===== src/rtl/div_unit_pkg.sv =====
// Shared types and constants for the iterative divider and its HI/LO writeback.
package div_unit_pkg;

   typedef enum logic [1:0] {
      IDLE = 2'd0,
      BUSY = 2'd1,
      DONE = 2'd2
   } div_state_t;

   localparam int DIV_CYCLES = 32;

   // Packed result is {remainder, quotient}: quotient lands in LO, remainder in HI.
   localparam int QUO_LSB = 0;

   function automatic int rem_lsb(input int width);
      return width;
   endfunction

endpackage


===== src/rtl/div_unit_step.sv =====
// One restoring shift-subtract iteration on unsigned magnitudes.
module div_step #(
   parameter int WIDTH = 32
) (
   input  logic [WIDTH-1:0] rem_i,
   input  logic [WIDTH-1:0] quo_i,
   input  logic [WIDTH-1:0] dvsr_i,
   output logic [WIDTH-1:0] rem_o,
   output logic [WIDTH-1:0] quo_o
);

   logic [WIDTH-1:0] shifted;
   logic [WIDTH+1:0] diff;
   logic             borrow;
   logic             unused_bit;

   // Two guard bits: the shifted remainder can reach 2^(WIDTH+1)-1.
   assign diff       = {1'b0, rem_i, quo_i[WIDTH-1]} - {2'b00, dvsr_i};
   assign borrow     = diff[WIDTH+1];
   assign shifted    = {rem_i[WIDTH-2:0], quo_i[WIDTH-1]};
   assign unused_bit = diff[WIDTH];

   assign rem_o = borrow ? shifted : diff[WIDTH-1:0];
   assign quo_o = {quo_i[WIDTH-2:0], ~borrow};

endmodule


===== src/rtl/div_unit.sv =====
// Multi-cycle signed/unsigned divider for the execute stage; stalls the pipe
// while iterating and pulses div_validE with {remainder, quotient}.
module div_unit #(
   parameter int WIDTH      = 32,
   parameter int DIV_CYCLES = div_unit_pkg::DIV_CYCLES
) (
   input  logic               clk,
   input  logic               rst,
   input  logic               startE,
   input  logic               signedE,
   input  logic               flushE,
   input  logic [WIDTH-1:0]   src_aE,
   input  logic [WIDTH-1:0]   src_bE,
   output logic               div_stallE,
   output logic               div_validE,
   output logic [2*WIDTH-1:0] div_resultE
);
   import div_unit_pkg::*;

   localparam int REM_LSB = rem_lsb(WIDTH);
   localparam int CW      = $clog2(DIV_CYCLES) + 1;

   div_state_t       state_q;
   logic [CW-1:0]    cnt_q;
   logic [WIDTH-1:0] rem_q, quo_q, dvsr_q;
   logic             signed_q, a_sgn_q, b_sgn_q;

   logic [WIDTH-1:0]   a_mag, b_mag;
   logic [WIDTH-1:0]   rem_nx, quo_nx;
   logic [WIDTH-1:0]   q_fix, r_fix;
   logic [2*WIDTH-1:0] res_nx;
   logic               accept;

   assign a_mag  = (signedE && src_aE[WIDTH-1]) ? -src_aE : src_aE;
   assign b_mag  = (signedE && src_bE[WIDTH-1]) ? -src_bE : src_bE;
   assign accept = (state_q == IDLE) && startE && !flushE;

   // Gated by rst so the stall drops immediately under reset even with startE high.
   assign div_stallE = rst && (accept || state_q == BUSY);
   assign div_validE = (state_q == DONE);

   div_step #(.WIDTH(WIDTH)) u_step (
      .rem_i  (rem_q),
      .quo_i  (quo_q),
      .dvsr_i (dvsr_q),
      .rem_o  (rem_nx),
      .quo_o  (quo_nx)
   );

   // Sign fix-up on the final step; a zero divisor already yields rem = |a|,
   // so only the quotient needs forcing to all ones.
   always_comb begin
      q_fix = (signed_q && (a_sgn_q ^ b_sgn_q)) ? -quo_nx : quo_nx;
      r_fix = (signed_q && a_sgn_q) ? -rem_nx : rem_nx;
      if (dvsr_q == '0) q_fix = '1;
      res_nx = '0;
      res_nx[QUO_LSB +: WIDTH] = q_fix;
      res_nx[REM_LSB +: WIDTH] = r_fix;
   end

   always_ff @(posedge clk or negedge rst) begin
      if (!rst) begin
         state_q     <= IDLE;
         cnt_q       <= '0;
         rem_q       <= '0;
         quo_q       <= '0;
         dvsr_q      <= '0;
         signed_q    <= 1'b0;
         a_sgn_q     <= 1'b0;
         b_sgn_q     <= 1'b0;
         div_resultE <= '0;
      end else if (flushE) begin
         state_q <= IDLE;
         cnt_q   <= '0;
      end else begin
         case (state_q)
            IDLE: if (startE) begin
               state_q  <= BUSY;
               cnt_q    <= '0;
               rem_q    <= '0;
               quo_q    <= a_mag;
               dvsr_q   <= b_mag;
               signed_q <= signedE;
               a_sgn_q  <= src_aE[WIDTH-1];
               b_sgn_q  <= src_bE[WIDTH-1];
            end
            BUSY: begin
               rem_q <= rem_nx;
               quo_q <= quo_nx;
               cnt_q <= cnt_q + 1'b1;
               if (cnt_q == CW'(DIV_CYCLES - 1)) begin
                  state_q     <= DONE;
                  div_resultE <= res_nx;
               end
            end
            DONE:    state_q <= IDLE;
            default: state_q <= IDLE;
         endcase
      end
   end

endmodule


===== config.mk =====
export PLATFORM = sky130hd
export DESIGN_NAME = div_unit
export DESIGN_NICKNAME = d
export VERILOG_FILES = /design/src/rtl/div_unit_pkg.sv /design/src/rtl/div_unit_step.sv /design/src/rtl/div_unit.sv
export SDC_FILE = /design/constraint.sdc
export NUM_CORES = 1
export LEC_CHECK = 0
export ABC_AREA = 1
export CAP_MARGIN = 5
export CORE_MARGIN = 2
export CORE_UTILIZATION = 52
export CTS_BUF_LIST = sky130_fd_sc_hd__clkbuf_4 sky130_fd_sc_hd__clkbuf_8
export DETAILED_ROUTE_END_ITERATION = 10
export MAX_ROUTING_LAYER = met4
export PLACE_DENSITY = 0.74
export SKIP_CTS_REPAIR_TIMING = 1
export SLEW_MARGIN = 15
export SYNTH_ARGS = -nofsm -noshare
export SYNTH_HDL_FRONTEND = slang
export SYNTH_SLANG_ARGS = --single-unit

===== constraint.sdc =====
create_clock -name clk -period 3.09 [get_ports clk]
set_input_delay 0.927 -clock clk [delete_from_list [all_inputs] [get_ports clk]]
set_output_delay 0.927 -clock clk [all_outputs]
set_load 0.03 [all_outputs]

Word level (Yosys, flattened, before mapping)
Cells that the tools add are included.

storage, ports and cells
  logic and storage cells = 59
  bits of input ports = 69
  flip-flop bits (word level) = 171

operators by class
  equal/unequal tests = 6
  reduce and logical (&&, ||, !) cells = 18
  bitwise operators = 3
  $add $sub $neg = 6
  multiplexer cells = 17

operators with widths
  operator                                                count
  two-way mux 32 bit                                      8
  negator 32 bit                                          4
  case mux 32 bit (2 select lines)                        2
  subtractor 33 x 32 -> 34 bit                            1
  logical NOT 32 bit                                      1
  two-way mux 6 bit                                       2
  case mux 6 bit (2 select lines)                         1
  AND reduction 3 bit                                     3
  logical AND 1 bit                                       7
  adder 6 x 1 -> 6 bit (second input constant)            1
  == test 6 x 5 -> 1 bit (second input constant)          1
  two-way mux 2 bit                                       3
  case mux 2 bit (2 select lines)                         1
  AND reduction 2 bit                                     2
  inequality test 3 x 2 -> 1 bit (second input constant)  1
  inequality test 3 bit (second input constant)           1
  nonzero test 3 bit                                      1
  == test 2 x 1 -> 1 bit (second input constant)          1
  == test 2 bit (second input constant)                   1
  logical NOT 2 bit                                       1
  inequality test 2 bit (second input constant)           1
  NOT 1 bit                                               2
  nonzero test 2 bit                                      1
  logical NOT 1 bit                                       1
  2 further kinds                                         2

Longest topological paths before layout
  depth after elaboration = 5
  gate-level depth with buffers = 28
  mapped depth without buffers = 27

Hierarchy
Synthesis repeated with hierarchy kept, for this count alone.

second synthesis, totals
  cell total of the unflattened synthesis = 2158
  area total of the unflattened synthesis = 13604.3 um^2

by module, submodules not included
  module    cells an instance  sequential area each (um^2)  times used  area each (um^2)
  div_unit  1488               4279.1                       1           10246.1
  div_step  670                0.0                          1           3358.2

Worst setup path after synthesis
OpenSTA, ideal clock, no wires.

  path kind = reg-to-reg
  start = register rem_q[7]
  end = register div_resultE[30]
  data arrival time = 3167 ps
  path buffers = 1
  clock period less this slack = 3287 ps
  cell stages (with the launch flop) = 28
  setup slack = -197 ps
  data required time = 2971 ps
  path through = dfrtp_1 > ha_1 > nand2_2 > inv_1 > nand2_1 > nand2_1 > inv_2 > nand3_2 > nand2_4 > nand2_4 > nand2_8 > nand2_8 > buf_6 > inv_2 > ha_1 > nand4_1 > nor3_1 > nand3_1 > nor2_1 > nand2_1 > nor2_1 > nand2_1 > nand2_1 > o21ai_0 > nand2_1 > inv_1 > o22ai_1 > inv_1

on the way
  word-level cells in the longest chain between the ends = 5

RTL lines
  item                          line                 source
  start: declaration            div_unit.sv:25       logic [WIDTH-1:0] rem_q, quo_q, dvsr_q;
  start signal: assignment      div_unit.sv:88       rem_q <= rem_nx;
  subtractor 33 x 32 -> 34 bit  div_unit_step.sv:18  assign diff = {1'b0, rem_i, quo_i[WIDTH-1]} - {2'b00, dvsr_i};
  NOT 1 bit                     div_unit_step.sv:24  assign quo_o = {quo_i[WIDTH-2:0], ~borrow};
  negator 32 bit                div_unit.sv:53       q_fix = (signed_q && (a_sgn_q ^ b_sgn_q)) ? -quo_nx : quo_nx;
  two-way mux 32 bit            div_unit.sv:53
  two-way mux 32 bit            div_unit.sv:55       if (dvsr_q == '0) q_fix = '1;
  end signal: assignment        div_unit.sv:93       div_resultE <= res_nx;
  end: declaration              div_unit.sv:16       output logic [2*WIDTH-1:0] div_resultE

No other way between the ends.
A chain may end at the register's enable or synchronous reset.

Worst setup path after layout
  start = register dvsr_q[4]
  end = register div_resultE[29]

on the way
  word-level cells in the longest chain between the ends = 5
  elaborated cells on any way between the ends = 6

RTL lines
  item                          line                 source
  start: declaration            div_unit.sv:25
  start signal: assignment      div_unit.sv:82       dvsr_q <= b_mag;
  subtractor 33 x 32 -> 34 bit  div_unit_step.sv:18
  NOT 1 bit                     div_unit_step.sv:24
  negator 32 bit                div_unit.sv:53
  two-way mux 32 bit            div_unit.sv:53
  two-way mux 32 bit *          div_unit.sv:55

Every way passes the cells marked *; elsewhere a longest branch is shown, timed or not.

==> flow_summary.json <==
{
  "ys_types": 46,
  "drt-pass1-iter-count": 5,
  "grt_max_degree": 140,
  "final_common_cell": "nand2_1",
  "grt.total_usage_pct": 34.8,
  "fin_cells": 2632,
  "violations": "negative setup slack",
  "dp_slack_ns": -0.663,
  "total_power_mw": 18.1,
  "clock.fmax_mhz": 321,
  "clkTransAtPathRegs_ns": 0.10,
  "drv_cap": 0,
  "fillers": 2033,
  "grt_pass1_vias": 13300,
  "slew_headroom_pct": 30.7,
  "num_rows": 57,
  "hold_end": "div_resultE[44]",
  "crit_type": "flop to flop",
  "ys_seq_elements": 171,
  "numCtsBuffers": 17,
  "drive_gt1_share_pct": 24.3,
  "setup_viol": 2,
  "portBuffers": 134,
  "reg2reg_slack_ns": -0.03,
  "drc_errors": 0,
  "avgSynthCellArea_um2": 6.65,
  "place.gp.congestion": 0.948,
  "maxSlewViolCount": 0,
  "rsz0062_at_grt": "true",
  "leakagePower_nw": 8.79,
  "cts-root-buf": "clkbuf_8",
  "wl_met3_um": 2550,
  "arrival_ns": 3.50,
  "netlist.area_leader.share_pct": 33.3,
  "cts_num_sinks": 171,
  "finalHoldViolations": 0,
  "hp-start": "div_resultE[44]",
  "rr_worst_depth": 24,
  "worst_pin_slew_ns": 1.04,
  "drtIter0Drc": 1141,
  "p_per_area_mw_per_mm2": 1020,
  "routed.top_layer": "met4",
  "antenna_found_initial": 0,
  "tritoncts": "done",
  "crit_required_ns": 3.47,
  "area_growth_pct": 37.4,
  "setup-tns-final_ns": -0.0497,
  "wl_um": 44000,
  "initial_utilization_pct": 52.9,
  "fin_nets": 2402,
  "synth.area.top_cells": "dfrtp_1 (33%), nand2_1 (17%), inv_1 (7.8%), o21ai_0 (6.4%), nor2_1 (5.0%)",
  "grt_pass1_wl_um": 69000,
  "dieHeight_um": 161,
  "core_mm2": 0.0243,
  "grt.overflow.total": 0,
  "vias_per_cell": 5.34,
  "ant_nets": 0,
  "start_kind": "flop",
  "fin_crit_ns": 3.12,
  "met2_length_um": 21100,
  "timing.hold.ws_ns": 0.487,
  "num_vias": 14100,
  "skew_ns": 0.0189,
  "wl_per_cell_um": 16.7,
  "ios": 135,
  "clk_latency_ns": 0.49,
  "crit_fanout": 15,
  "cts_buffer_depth": 2,
  "dp_hpwl_um": 34300,
  "crit_path_end_kind": "flop",
  "post_synth_inst_count": 1934,
  "rr_endpoint": "div_resultE[29]",
  "syn_area_mm2": 0.0129,
  "synth_largest_area_cell": "dfrtp_1",
  "cts_max_level": 4,
  "ys_warn_count": 0,
  "dp_cells": 2568,
  "worst_slack_ns": -0.0269,
  "die_w_um": 161,
  "final.period_utilization_pct": 101,
  "syn_nets": 2041,
  "die_area_mm2": 0.0260,
  "diodes": 0,
  "hold_class": "flop to flop",
  "m1WireLength_um": 18700,
  "rr_startpoint": "dvsr_q[4]",
  "yosysSeqAreaShare_pct": 33.3,
  "hold_depth": 2,
  "layout_common_cells": "nand2_1 (511), buf_4 (259), inv_1 (244)",
  "ir_drop_uv": 753,
  "status": "finished, violations left"
}
[state kept, by name, indices dropped and copies added, names as in the netlist]
signal       cells
cnt_q            6
quo_q           32
signed_q         1
div_resultE     64
rem_q           32
a_sgn_q          1
dvsr_q          32
state_q          2
b_sgn_q          1
[how the worst max path moves through the flow]
stage	start	endpoint	slack [ns]	depth (start not counted)
2_1_floorplan	dvsr_q[26]	div_resultE[30]	-0.009	24
5_1_grt	dvsr_q[6]	div_resultE[30]	-0.21	27
4_1_cts	dvsr_q[24]	div_resultE[42]	-0.23	20
3_3_place_gp	src_bE[1]	dvsr_q[28]	-0.63	14
3_5_place_dp	src_bE[1]	dvsr_q[28]	-0.66	14
6_report	dvsr_q[4]	div_resultE[29]	-0.03	24
[cells in the mapped netlist, drive strengths merged]
library cell and instances:
a21boi 1, a21oi 69, a22o 1, a22oi 1
a31o 1, a31oi 13, and2 6, buf 19
clkbuf 38, clkinv 1, dfrtp 171, fa 1
ha 37, inv 281, nand2 596, nand3 134
nand3b 4, nand4 17, nor2 190, nor3 28
nor4 15, o211ai 24, o21ai 178, o21bai 2
o221ai 4, o22ai 9, o31ai 5, o32ai 2
or2 8, xnor2 17, xor2 61
[routing by layer]
metal / GRT usage [%] / vias to the layer above
met5: - / -
met1: 45.1 / 6617
li1: - / 6911
met2: 55.8 / 421
met4: 12.7 / 0
met3: 5.34 / 102
[per-stage QoR]
step | utilization [%] | cell area [um^2]
6_report | 72.7 | 17700
5_1_grt | 72.7 | 17700
4_1_cts | 69.3 | 16900
3_5_place_dp | 67.7 | 16500
3_3_place_gp | 67.7 | 16500
2_1_floorplan | - | 13200
[final cells by class]
class	count	area [um^2]	share of cell area, %
Clock buffer	20	269	1.52
Clock inverter	12	134	0.757
Multi-Input combinational cell	1424	8110	45.9
Timing Repair Buffer	399	3400	19.3
Inverter	282	1060	6.02
Tap cell	324	405	2.29
Sequential cell	171	4290	24.3
[power by group]
group | switching (mW) | internal, mW
combinational | 7.85 | 5.52
clock | 0.933 | 0.717
sequential | 0.446 | 2.63
total | 9.23 | 8.87
[critical path: stages (launching register included)]
cell     delay (ns)
dfrtp_1        0.41
inv_2          0.08
ha_4           0.22
nand2_2        0.09
nand2_2        0.06
inv_2          0.06
nand2_2        0.05
nand2_2        0.07
nand3_4        0.09
nand2_4        0.09
nand2_4        0.07
nand2_8        0.07
nand2_8        0.06
buf_12         0.15
buf_8          0.15
nor2_1         0.20
nand2_1        0.17
nor2_1         0.17
inv_1          0.09
o21ai_2        0.26
nand2_1        0.12
nand2_1        0.07
nand2_1        0.04
o22ai_1        0.10
inv_1          0.05
[kinds of logic (layout without fill, tap and decap cells)]
logic type                 count (synthesis)  in the layout  synth area share [%]
buffers and inverters                    339            713                  10.4
and+or+nand+nor                          998            998                  34.0
adders and majority gates                 38             38                  3.75
DFF                                      171            171                  33.3
AOI/OAI and AO/OA                        310            310                  13.3
xor gates and xnor gates                  78             78                  5.31
No activity file was read; power rests on OpenSTA's default activity.
